### src/rtl/rect_drawer.sv
// Rectangle rasteriser: normalises two corners and streams one pixel per accepted
// cycle in raster order, either solid fill or a 1-pixel outline.
module rect_drawer #(
  parameter int XW = 11,
  parameter int YW = 11,
  parameter int CW = 3
) (
  input  logic          clk,
  input  logic          reset,
  input  logic          start,
  input  logic [XW-1:0] x0,
  input  logic [YW-1:0] y0,
  input  logic [XW-1:0] x1,
  input  logic [YW-1:0] y1,
  input  logic [CW-1:0] color_in,
  input  logic          mode,
  input  logic          ready,
  output logic          busy,
  output logic          done,
  output logic          pix_valid,
  output logic [XW-1:0] xDraw,
  output logic [YW-1:0] yDraw,
  output logic [CW-1:0] color_out
);

  typedef enum logic [1:0] {
    IDLE = 2'd0,
    DRAW = 2'd1,
    DONE = 2'd2
  } state_t;

  state_t        state_r, state_s;
  logic [XW-1:0] xmin_r, xmax_r, x_r, xmin_s, xmax_s, x_s;
  logic [YW-1:0] ymin_r, ymax_r, y_r, ymin_s, ymax_s, y_s;
  logic [CW-1:0] color_r, color_s;
  logic          mode_r, mode_s;
  logic          busy_r, done_r, valid_r;
  logic          row_end_s, rect_end_s, interior_s;

  // End detection compares before incrementing, so all-ones corners never wrap.
  assign row_end_s  = (x_r == xmax_r);
  assign rect_end_s = row_end_s && (y_r == ymax_r);
  assign interior_s = mode_r && (y_r != ymin_r) && (y_r != ymax_r);

  // Next-state and next-pixel computation.
  always_comb begin
    state_s = state_r;
    xmin_s  = xmin_r;
    xmax_s  = xmax_r;
    ymin_s  = ymin_r;
    ymax_s  = ymax_r;
    x_s     = x_r;
    y_s     = y_r;
    color_s = color_r;
    mode_s  = mode_r;
    case (state_r)
      IDLE: begin
        if (start) begin
          xmin_s  = (x0 <= x1) ? x0 : x1;
          xmax_s  = (x0 <= x1) ? x1 : x0;
          ymin_s  = (y0 <= y1) ? y0 : y1;
          ymax_s  = (y0 <= y1) ? y1 : y0;
          x_s     = xmin_s;
          y_s     = ymin_s;
          color_s = color_in;
          mode_s  = mode;
          state_s = DRAW;
        end else begin
          state_s = IDLE;
        end
      end
      DRAW: begin
        // pix_valid is always high in DRAW, so ready alone means accepted.
        if (ready) begin
          if (rect_end_s) begin
            state_s = DONE;
          end else if (row_end_s) begin
            x_s = xmin_r;
            y_s = y_r + YW'(1);
          end else if (interior_s) begin
            x_s = xmax_r;
          end else begin
            x_s = x_r + XW'(1);
          end
        end else begin
          state_s = DRAW;
        end
      end
      DONE: begin
        state_s = IDLE;
      end
      default: begin
        state_s = IDLE;
      end
    endcase
  end

  // State, datapath and registered status outputs.
  always_ff @(posedge clk or negedge reset) begin
    if (!reset) begin
      state_r <= IDLE;
      xmin_r  <= '0;
      xmax_r  <= '0;
      ymin_r  <= '0;
      ymax_r  <= '0;
      x_r     <= '0;
      y_r     <= '0;
      color_r <= '0;
      mode_r  <= 1'b0;
      busy_r  <= 1'b0;
      done_r  <= 1'b0;
      valid_r <= 1'b0;
    end else begin
      state_r <= state_s;
      xmin_r  <= xmin_s;
      xmax_r  <= xmax_s;
      ymin_r  <= ymin_s;
      ymax_r  <= ymax_s;
      x_r     <= x_s;
      y_r     <= y_s;
      color_r <= color_s;
      mode_r  <= mode_s;
      busy_r  <= (state_s == DRAW);
      done_r  <= (state_s == DONE);
      valid_r <= (state_s == DRAW);
    end
  end

  assign busy      = busy_r;
  assign done      = done_r;
  assign pix_valid = valid_r;
  assign xDraw     = x_r;
  assign yDraw     = y_r;
  assign color_out = color_r;

endmodule

### config.mk
export PLATFORM = sky130hd
export DESIGN_NAME = rect_drawer
export DESIGN_NICKNAME = d
export VERILOG_FILES = /design/src/rtl/rect_drawer.sv
export SDC_FILE = /design/constraint.sdc
export NUM_CORES = 1
export LEC_CHECK = 0
export ABC_AREA = 1
export CORE_UTILIZATION = 55
export CTS_CLUSTER_SIZE = 25
export DETAILED_ROUTE_END_ITERATION = 12
export GPL_TIMING_DRIVEN = 0
export PLACE_DENSITY = 0.81
export SYNTH_ARGS = -nofsm -noshare
export SYNTH_HDL_FRONTEND = slang
export SYNTH_SLANG_ARGS = --single-unit
### constraint.sdc
create_clock -name clk -period 1.9 [get_ports clk]
set_input_delay 0.38 -clock clk [delete_from_list [all_inputs] [get_ports clk]]
set_output_delay 0.38 -clock clk [all_outputs]
set_load 0.005 [all_outputs]
==> flow_summary.yaml, run 1 <==
floorplan:
  core_sq_um: 9240
  placementRows: 35
  die-area_sq_um: 9930
  dieWidth_um: 99.7
  start_util_pct: 56.8
  die_y_um: 99.7
  io_pins: 80
clock_tree:
  cts_buffers: 9
  clkTransAtPathRegs_ns: 0.08
  cts_sinks: 74
  tritoncts: "yes"
  worst_skew_pair.late_latency_ns: 0.36
  cts_root_buffer: "clkbuf_8"
  clockBufferDepth: 2
  htreeDepth: 3
logic_synthesis:
  seq_area_frac_synth_pct: 35.3
  yosys.area.top_type_share_pct: 35.3
  yosys.area.top_type: "dfrtp_1"
  ys.flop_type: "dfrtp_1"
  synthTopCellsByArea: "dfrtp_1, nand2_1, inv_1"
  ys_ff_latch: 74
  yosysUniqueCellTypes: 35
  synth_edf_count: 0
  ys_warn_count: 0
  ys_async_sr_fraction_pct: 100
  syn_area_per_cell_sq_um: 6.88
  syn_nets: 838
  syn_area_sq_um: 5250
  syn_inst: 762
power:
  powerDensity_nw_per_um2: 1240
  p_leak_nw: 3.68
  combPwrFrac_pct: 49.6
  switching_share_pct: 41.5
  power_w: 0.00919
  peakVddDrop_mv: 0.720
  p_clk_share_pct: 16.9
  power_frac_seq_pct: 33.5
  p_switching_w: 0.00382
  p_int_w: 0.00538
drt:
  post_drt_wl_per_cell_um: 18.0
  ant_nets: 0
  drc: 0
  wirelength_mm: 18.5
  viasPerCell: 5.78
  drtIter0Drc: 369
  vias: 5939
  dr.pass1.iters: 7
worst_setup_path:
  crit_type: "reg -> reg"
  cp-start-kind: "flop"
  critPathCaptureType: "flop"
  cp_data_arrival_time_ns: 2.21
  required_ns: 2.12
  crit_fanout: 10
place:
  port_buffers: 79
  hpwl_mm: 11.5
  placed_cell_area_sq_um: 6240
  gp_congestion: 0.942
sta:
  slew_viol_final: 0
  worst_pin_slew_ns: 0.634
  period_share_pct: 105
  setup_violations: 6
  period_needed_ns: 1.99
  slew_headroom_pct: 57.7
  timing.hold.ws_ns: 0.307
  fmax_ghz: 0.503
  setup_slack_ns: -0.0864
  rsz0062_at_grt: "true"
  hold_viol_final: 0
  finalClockSkew_ns: 0.0116
worst_hold_path:
  hold_path_class: "in -> reg"
flow_run:
  max-cap-violations: 0
layout:
  area_delta_synth_final_pct: 41.6
  antenna_cells: 0
  fillCellCount: 618
  drive_gt1_share_pct: 26.5
  design_area_sq_um: 7430
  nNetsFinal: 969
grt:
  grt_max_degree: 53
  grt_pass1_vias: 5681
  overflow: 0
  grt_usage_pct: 35.1
  antenna_found_initial: 0
  grt_pass1_wl_mm: 26.9
status:
  status: "finished, violations left"
  violations: "setup timing"
area by class of cell:
cell class | instances | area (sq um) | share of cell area [%]
multi-input combinational | 554 | 3500 | 47.1
sequential | 74 | 1860 | 25.1
timing repair buffer | 119 | 1030 | 13.9
inverter | 106 | 419 | 5.64
buffer | 28 | 195 | 2.63
tap | 129 | 161 | 2.17
clock buffer | 12 | 155 | 2.09
clock inverter | 4 | 97.6 | 1.31
timing repair inverter | 1 | 8.76 | 0.118
worst max-delay path, stage by stage, from the launching register on:
cell and delay, ns:
dfrtp_1 0.40, inv_1 0.05, nand3_1 0.38, clkbuf_1 0.55, a21oi_1 0.16, o21ai_0 0.16, o21ai_0 0.14
metrics by stage:
stage / instances / setup TNS [ns] / worst slack (ns) / util, %
2_1_floorplan: 762 / 0 / 0.0192 / -
3_3_place_gp: 970 / -211.05 / -2.13 / 67.3
3_5_place_dp: 971 / -58.32 / -1.00 / 67.6
4_1_cts: 1012 / 0 / 0.000633 / 76.3
5_1_grt: 1027 / -2.27 / -0.112 / 80.4
6_report: 1027 / -0.107 / -0.0864 / 80.4
logic make-up after synthesis:
group	Yosys count	share of synthesized area, %
DFF	74	35.3
adders and majority gates	24	5.72
and+or+nand+nor	379	31.6
xor gates and xnor gates	32	5.34
buffers and inverters	134	10.4
AOI/OAI and AO/OA	119	11.7
path summary, 6_finish.rpt:
kind / to / cells past startpoint / slack, ns / startpoint
worst min register to register: color_out[1] / 2 / 0.49 / color_out[1]
max in group asynchronous: yDraw[5] / 3 / 0.85 / reset
min in group asynchronous: xmax_r[5] / 2 / 0.46 / reset
worst max-delay path: ymax_r[5] / 6 / -0.09 / state_r[1]
worst max register to register: ymax_r[5] / 6 / -0.09 / state_r[1]
worst min-delay path: ymax_r[3] / 3 / 0.31 / y0[3]
layout by cell type (no fill, tap or decap), types with 13 or more instances in the layout:
master,instances
nand2_1,181
inv_1,80
clkbuf_2,22
inv_2,22
ha_4,17
nor2_1,47
nand2_4,14
nand3_1,60
clkdlybuf4s50_1,36
o21ai_0,53
a21oi_1,42
buf_4,37
dfrtp_1,66
nand4_1,13
xnor2_1,18
nand2_2,25
cell usage after synthesis (2+ instances only):
| cell | number |
|---|---|
| inv_1 | 96 |
| nand2_1 | 218 |
| xnor2_1 | 21 |
| inv_2 | 7 |
| clkinv_1 | 2 |
| buf_4 | 2 |
| nor2_2 | 4 |
| o21ai_0 | 70 |
| buf_6 | 3 |
| ha_1 | 24 |
| clkbuf_1 | 16 |
| nor3_1 | 5 |
| nand3_1 | 69 |
| buf_2 | 6 |
| dfrtp_1 | 74 |
| xor2_1 | 11 |
| nand4_2 | 2 |
| nand2_2 | 3 |
| nor2_1 | 56 |
| nor2_4 | 2 |
| a21oi_1 | 45 |
| nand4_1 | 13 |
layer usage:
layer | track usage, % | share of wire (%)
met3 | 6.11 | 7.1
met4 | 22.1 | 6.3
met1 | 38.0 | 35
met5 | 0 | 0
met2 | 63.4 | 52
registers in the layout (all words and copies together) (netlist names):
signal / count
done: 1
ymax_r: 11
ymin_r: 11
xmax_r: 11
yDraw: 11
color_out: 3
xDraw: 11
pix_valid: 1
state_r: 2
xmin_r: 11
mode_r: 1
repair_timing:
action                                  4_1_cts  5_1_grt
endpoints found under the hold margin        22        0
gates cloned                                  2        1
resized for setup                           155      142
endpoints found under the setup margin       72       57
buffers inserted                             23       14
pin swaps                                    34       55
hold buffers                                  1        0
power by group through the flow:
| stage | Clock, W | Sequential (W) | Combinational, W |
|---|---|---|---|
| detailed placement | 0 | 0.00305 | 0.00376 |
| CTS | 0.00155 | 0.00303 | 0.00403 |
| finish | 0.00155 | 0.00308 | 0.00455 |
| global placement | 0 | 0.00301 | 0.00363 |
| floorplan | 0 | 0.00292 | 0.00249 |
| global route | 0.00161 | 0.00315 | 0.00502 |
(Power assumes the default switching activity.)
==> inputs of run 2 (changes only) <==
--- a/config.mk
+++ b/config.mk
@@ -10,7 +10,7 @@
 export CTS_CLUSTER_SIZE = 25
 export DETAILED_ROUTE_END_ITERATION = 12
 export GPL_TIMING_DRIVEN = 0
-export PLACE_DENSITY = 0.81
+export PLACE_DENSITY_LB_ADDON = 0.25
 export SYNTH_ARGS = -nofsm -noshare
 export SYNTH_HDL_FRONTEND = slang
 export SYNTH_SLANG_ARGS = --single-unit
==> run 2 against run 1 <==
  * First-iteration DRC count up 43%
  * Sequential power about the same
  * Via count up 1.9%
  * The flow still finishes with violations (setup timing)
  * Non-clock buffer count up 7
  * Largest power group unchanged
  * Setup slack better by 0.038 ns
  * Critical endpoint is now yDraw[10]
==> flow_summary.yaml, run 2 (same netlist as run 1, synthesis figures left out) <==
status:
  status: "finished, violations left"
  violations: "setup timing"
sta:
  fmax_ghz: 0.513
  slew_headroom_pct: 55.7
  timing.hold.ws_ns: 0.307
  setup_slack_ns: -0.0486
  worst_pin_slew_ns: 0.665
  period_share_pct: 103
  period_needed_ns: 1.95
  finalClockSkew_ns: 0.00962
  rsz0062_at_grt: "true"
  slew_viol_final: 0
  setup_violations: 14
  hold_viol_final: 0
grt:
  grt_max_degree: 71
  antenna_found_initial: 0
  grt_pass1_vias: 5733
  grtUsageMet2_pct: 61.7
  grt_usage_pct: 35.7
  overflow: 0
  grt_use_met3_pct: 5.20
  met1_usage_pct: 41.4
  grt_pass1_wl_mm: 27.4
  gr-max-usage-layer: "met2"
power:
  peakVddDrop_mv: 0.646
  powerDensity_nw_per_um2: 1240
  power_w: 0.00930
  p_leak_nw: 3.67
worst_setup_path:
  critPathCaptureType: "flop"
  required_ns: 2.16
  crit_fanout: 7
  crit_type: "reg -> reg"
  cp-start-kind: "flop"
  cp_data_arrival_time_ns: 2.21
clock_tree:
  cts_root_buffer: "clkbuf_8"
  clkTransAtPathRegs_ns: 0.09
  cts_sinks: 74
  tritoncts: "yes"
  htreeDepth: 3
  worst_skew_pair.late_latency_ns: 0.37
  cts_buffers: 9
  clockBufferDepth: 2
drt:
  dr.pass1.iters: 6
  drtIter0Drc: 527
  ant_nets: 0
  wirelength_mm: 18.9
  viasPerCell: 5.86
  vias: 6049
  post_drt_wl_per_cell_um: 18.3
  drc: 0
place:
  gp_congestion: 0.948
  port_buffers: 79
  hpwl_mm: 11.1
floorplan:
  dieWidth_um: 99.7
  core_sq_um: 9240
  die_y_um: 99.7
  start_util_pct: 56.8
  die-area_sq_um: 9930
  placementRows: 35
  io_pins: 80
layout:
  final_common_cell: "nand2_1"
  drive_gt1_share_pct: 27.5
  antenna_cells: 0
  nNetsFinal: 975
  area_delta_synth_final_pct: 42.6
  mostFrequentLayoutCells: "nand2_1, inv_1, dfrtp_1, nand3_1, o21ai_0"
flow_run:
  max-cap-violations: 0
worst_hold_path:
  hold_path_class: "in -> reg"
run 2: changes by cell type in the layout (fill, tap and decap cells not counted), moves of 5 or more:
| cell | before | now |
|---|---|---|
| nand2_1 | 181 | 188 |
| o21ai_0 | 53 | 48 |
| nand2_4 | 14 | 8 |
| clkdlybuf4s15_1 | 5 | 10 |
| o21ai_1 | 9 | 14 |
| buf_4 | 37 | 43 |
run 2: critical path, cell delays in order (launching register included):
cell	delay (ns)
dfrtp_2	0.44
ha_2	0.21
nand3_1	0.12
nor2_2	0.24
nand2_2	0.12
nor3_4	0.21
nand3_1	0.10
nor2_1	0.12
o21ai_0	0.11
nand3_1	0.10
nand2_1	0.05
run 2: metrics by stage:
step / instances / setup WS [ns] / setup TNS (ns) / cell area (sq um) / utilization (%)
4_1_cts: 1012 / 0.00117 / 0 / 7030 / 76.1
6_report: 1033 / -0.0486 / -0.446 / 7480 / 81.0
3_5_place_dp: 971 / -0.918 / -52.89 / 6240 / 67.6
5_1_grt: 1033 / -0.184 / -2.36 / 7480 / 81.0
2_1_floorplan: 762 / 0.0192 / 0 / 5270 / -
3_3_place_gp: 970 / -2.08 / -204.20 / 6220 / 67.3
run 2: metal layers:
metal / vias to the layer above / share of wire [%]
met5: - / 0
met4: 0 / 6.4
met3: 128 / 8.3
met2: 394 / 51
met1: 2817 / 35
li1: 2710 / -
run 2: layout make-up:
cell class / instances / area (sq um)
Inverter: 106 / 412
Clock buffer: 10 / 128
Timing Repair Buffer: 126 / 1110
Buffer: 28 / 205
Clock inverter: 6 / 115
Multi-Input combinational cell: 554 / 3480
Sequential cell: 74 / 1860
Tap cell: 129 / 161
Fill cell: 568 / 1760
run 2: final timing paths:
kind,startpoint,end,slack (ns),depth (start not counted)
max in group asynchronous,reset,yDraw[7],0.98,3
worst min register to register,color_out[1],color_out[1],0.49,2
min in group asynchronous,reset,xDraw[9],0.36,2
worst min-delay path,y0[6],ymax_r[6],0.31,3
worst max register to register,yDraw[0],yDraw[10],-0.05,10
worst max-delay path,yDraw[0],yDraw[10],-0.05,10
run 2: where the power goes:
group          switching, W  internal, W
Combinational       0.00250      0.00216
Clock              0.000665     0.000878
Sequential         0.000769      0.00233
Total               0.00393      0.00537
run 2: what timing repair did:
| action | CTS | global route |
|---|---|---|
| setup endpoints to repair | 68 | 58 |
| hold buffers | 1 | 0 |
| gates resized for setup | 147 | 153 |
| gates cloned | 3 | 1 |
| pin swaps | 33 | 43 |
| endpoints found under the hold margin | 4 | 0 |
| setup buffers | 21 | 20 |
==> inputs of run 3 (changes only) <==
--- a/config.mk
+++ b/config.mk
@@ -11,6 +11,7 @@
 export DETAILED_ROUTE_END_ITERATION = 12
 export GPL_TIMING_DRIVEN = 0
 export PLACE_DENSITY_LB_ADDON = 0.25
+export RECOVER_POWER = 25
 export SYNTH_ARGS = -nofsm -noshare
 export SYNTH_HDL_FRONTEND = slang
 export SYNTH_SLANG_ARGS = --single-unit
==> run 3 against run 2 <==
  * The run still ends with setup timing left
  * Setup slack is essentially flat
  * Sequential share of layout area about the same
  * Flip-flop and latch count did not move
  * Combinational power about the same
  * Non-clock buffer count unchanged
  * Clock power is essentially flat
  * Hold slack is essentially flat
  * Design area barely moved
  * Wire length about the same
  * Clock-buffer cell count unchanged
  * Critical path depth is the same
  * Critical path type unchanged
==> flow_summary.yaml, run 3 (same netlist as run 1, synthesis figures left out) <==
sta:
  rsz0062_at_grt: "true"
  setup_slack_ns: -0.0484
  slew_viol_final: 0
  fmax_ghz: 0.513
  worst_pin_slew_ns: 0.664
  timing.hold.ws_ns: 0.307
  hold_viol_final: 0
  period_share_pct: 103
  setup_violations: 15
  period_needed_ns: 1.95
  finalClockSkew_ns: 0.0107
  slew_headroom_pct: 55.7
power:
  peakVddDrop_mv: 0.646
  powerDensity_nw_per_um2: 1240
  power_w: 0.00930
  p_leak_nw: 3.67
clock_tree:
  tritoncts: "yes"
  cts_sinks: 74
  htreeDepth: 3
  cts_buffers: 9
  clockBufferDepth: 2
  clkTransAtPathRegs_ns: 0.09
  worst_skew_pair.late_latency_ns: 0.37
  cts_root_buffer: "clkbuf_8"
grt:
  grt_pass1_vias: 5733
  grt_usage_pct: 35.7
  grt_pass1_wl_mm: 27.4
  grt_max_degree: 71
  antenna_found_initial: 0
  overflow: 0
worst_setup_path:
  crit_type: "reg -> reg"
  critPathCapture: "yDraw[10]"
  reg2regPathDepth: 10
  crit_fanout: 7
  cp-start-kind: "flop"
  required_ns: 2.16
  crit_path_start: "yDraw[0]"
  r2r-end: "yDraw[10]"
  timing.rr.start: "yDraw[0]"
  reg2reg_slack_ns: -0.05
  critPathCaptureType: "flop"
  cp_data_arrival_time_ns: 2.21
layout:
  drive_gt1_share_pct: 27.4
  nNetsFinal: 975
  final_common_cell: "nand2_1"
  mostFrequentLayoutCells: "nand2_1, inv_1, dfrtp_1, nand3_1, o21ai_0"
  antenna_cells: 0
  area_delta_synth_final_pct: 42.5
floorplan:
  placementRows: 35
  io_pins: 80
  start_util_pct: 56.8
  core_sq_um: 9240
  dieWidth_um: 99.7
  die-area_sq_um: 9930
  die_y_um: 99.7
status:
  violations: "setup timing"
  status: "finished, violations left"
drt:
  wirelength_mm: 19.0
  ant_nets: 0
  post_drt_wl_per_cell_um: 18.4
  vias: 6037
  drc: 0
  dr.pass1.iters: 6
  drtIter0Drc: 527
  viasPerCell: 5.84
worst_hold_path:
  min_path_cells: 3
  hold_path_class: "in -> reg"
place:
  gp_congestion: 0.948
  port_buffers: 79
  hpwl_mm: 11.1
flow_run:
  max-cap-violations: 0
run 3: worst max-delay path, cell delays in order (launching register included):
cell and delay [ns]:
dfrtp_2 0.44, ha_2 0.21, nand3_1 0.12, nor2_2 0.24, nand2_2 0.12, nor3_4 0.21
nand3_1 0.10, nor2_1 0.12, o21ai_0 0.11, nand3_1 0.10, nand2_1 0.05
run 3: where the power goes:
group / total (W) / internal [W] / switching (W)
Combinational: 0.00466 / 0.00216 / 0.00250
Clock: 0.00154 / 0.000878 / 0.000665
Sequential: 0.00310 / 0.00233 / 0.000767
Total: 0.00930 / 0.00537 / 0.00393
run 3: per-stage QoR:
stage / utilization, % / TNS (ns) / cells / instance area [sq um] / worst slack (ns)
5_1_grt: 80.9 / -2.36 / 1033 / 7480 / -0.184
2_1_floorplan: - / 0 / 762 / 5270 / 0.0192
6_report: 80.9 / -0.414 / 1033 / 7480 / -0.0484
4_1_cts: 76.1 / 0 / 1012 / 7030 / 0.00117
3_3_place_gp: 67.3 / -204.20 / 970 / 6220 / -2.08
3_5_place_dp: 67.6 / -52.89 / 971 / 6240 / -0.918
run 3: how the worst min path moves through the flow:
stage / slack, ns / to / start
after global placement: 0.46 / color_out[1] / color_out[1]
after floorplan: 0.08 / color_out[0] / reset
after global routing: 0.32 / ymax_r[6] / y0[6]
after detailed placement: 0.19 / xDraw[9] / reset
after CTS: 0.37 / xDraw[9] / reset
final: 0.31 / ymax_r[6] / y0[6]
run 3: repair_timing:
action | in CTS | in global routing
buffers inserted | 21 | 20
hold endpoints to repair | 4 | 0
resized for setup | 147 | 153
setup endpoints to repair | 68 | 58
pin swaps | 33 | 43
hold buffers | 1 | 0
cloned | 3 | 1
run 3: area by class of cell:
class	instances	area, sq um
multi-input combinational	554	3480
sequential	74	1860
fill	570	1760
timing repair buffer	126	1110
inverter	106	412
buffer	28	205
tap	129	161
clock buffer	10	128
clock inverter	6	115
run 3: layer usage:
metal | vias up | global-route usage, % | part of all wire [%]
met5 | - | 0 | 0
met3 | 119 | 5.20 | 8.0
met2 | 381 | 61.7 | 51
li1 | 2711 | - | -
met4 | 0 | 22.9 | 6.2
met1 | 2826 | 41.4 | 35
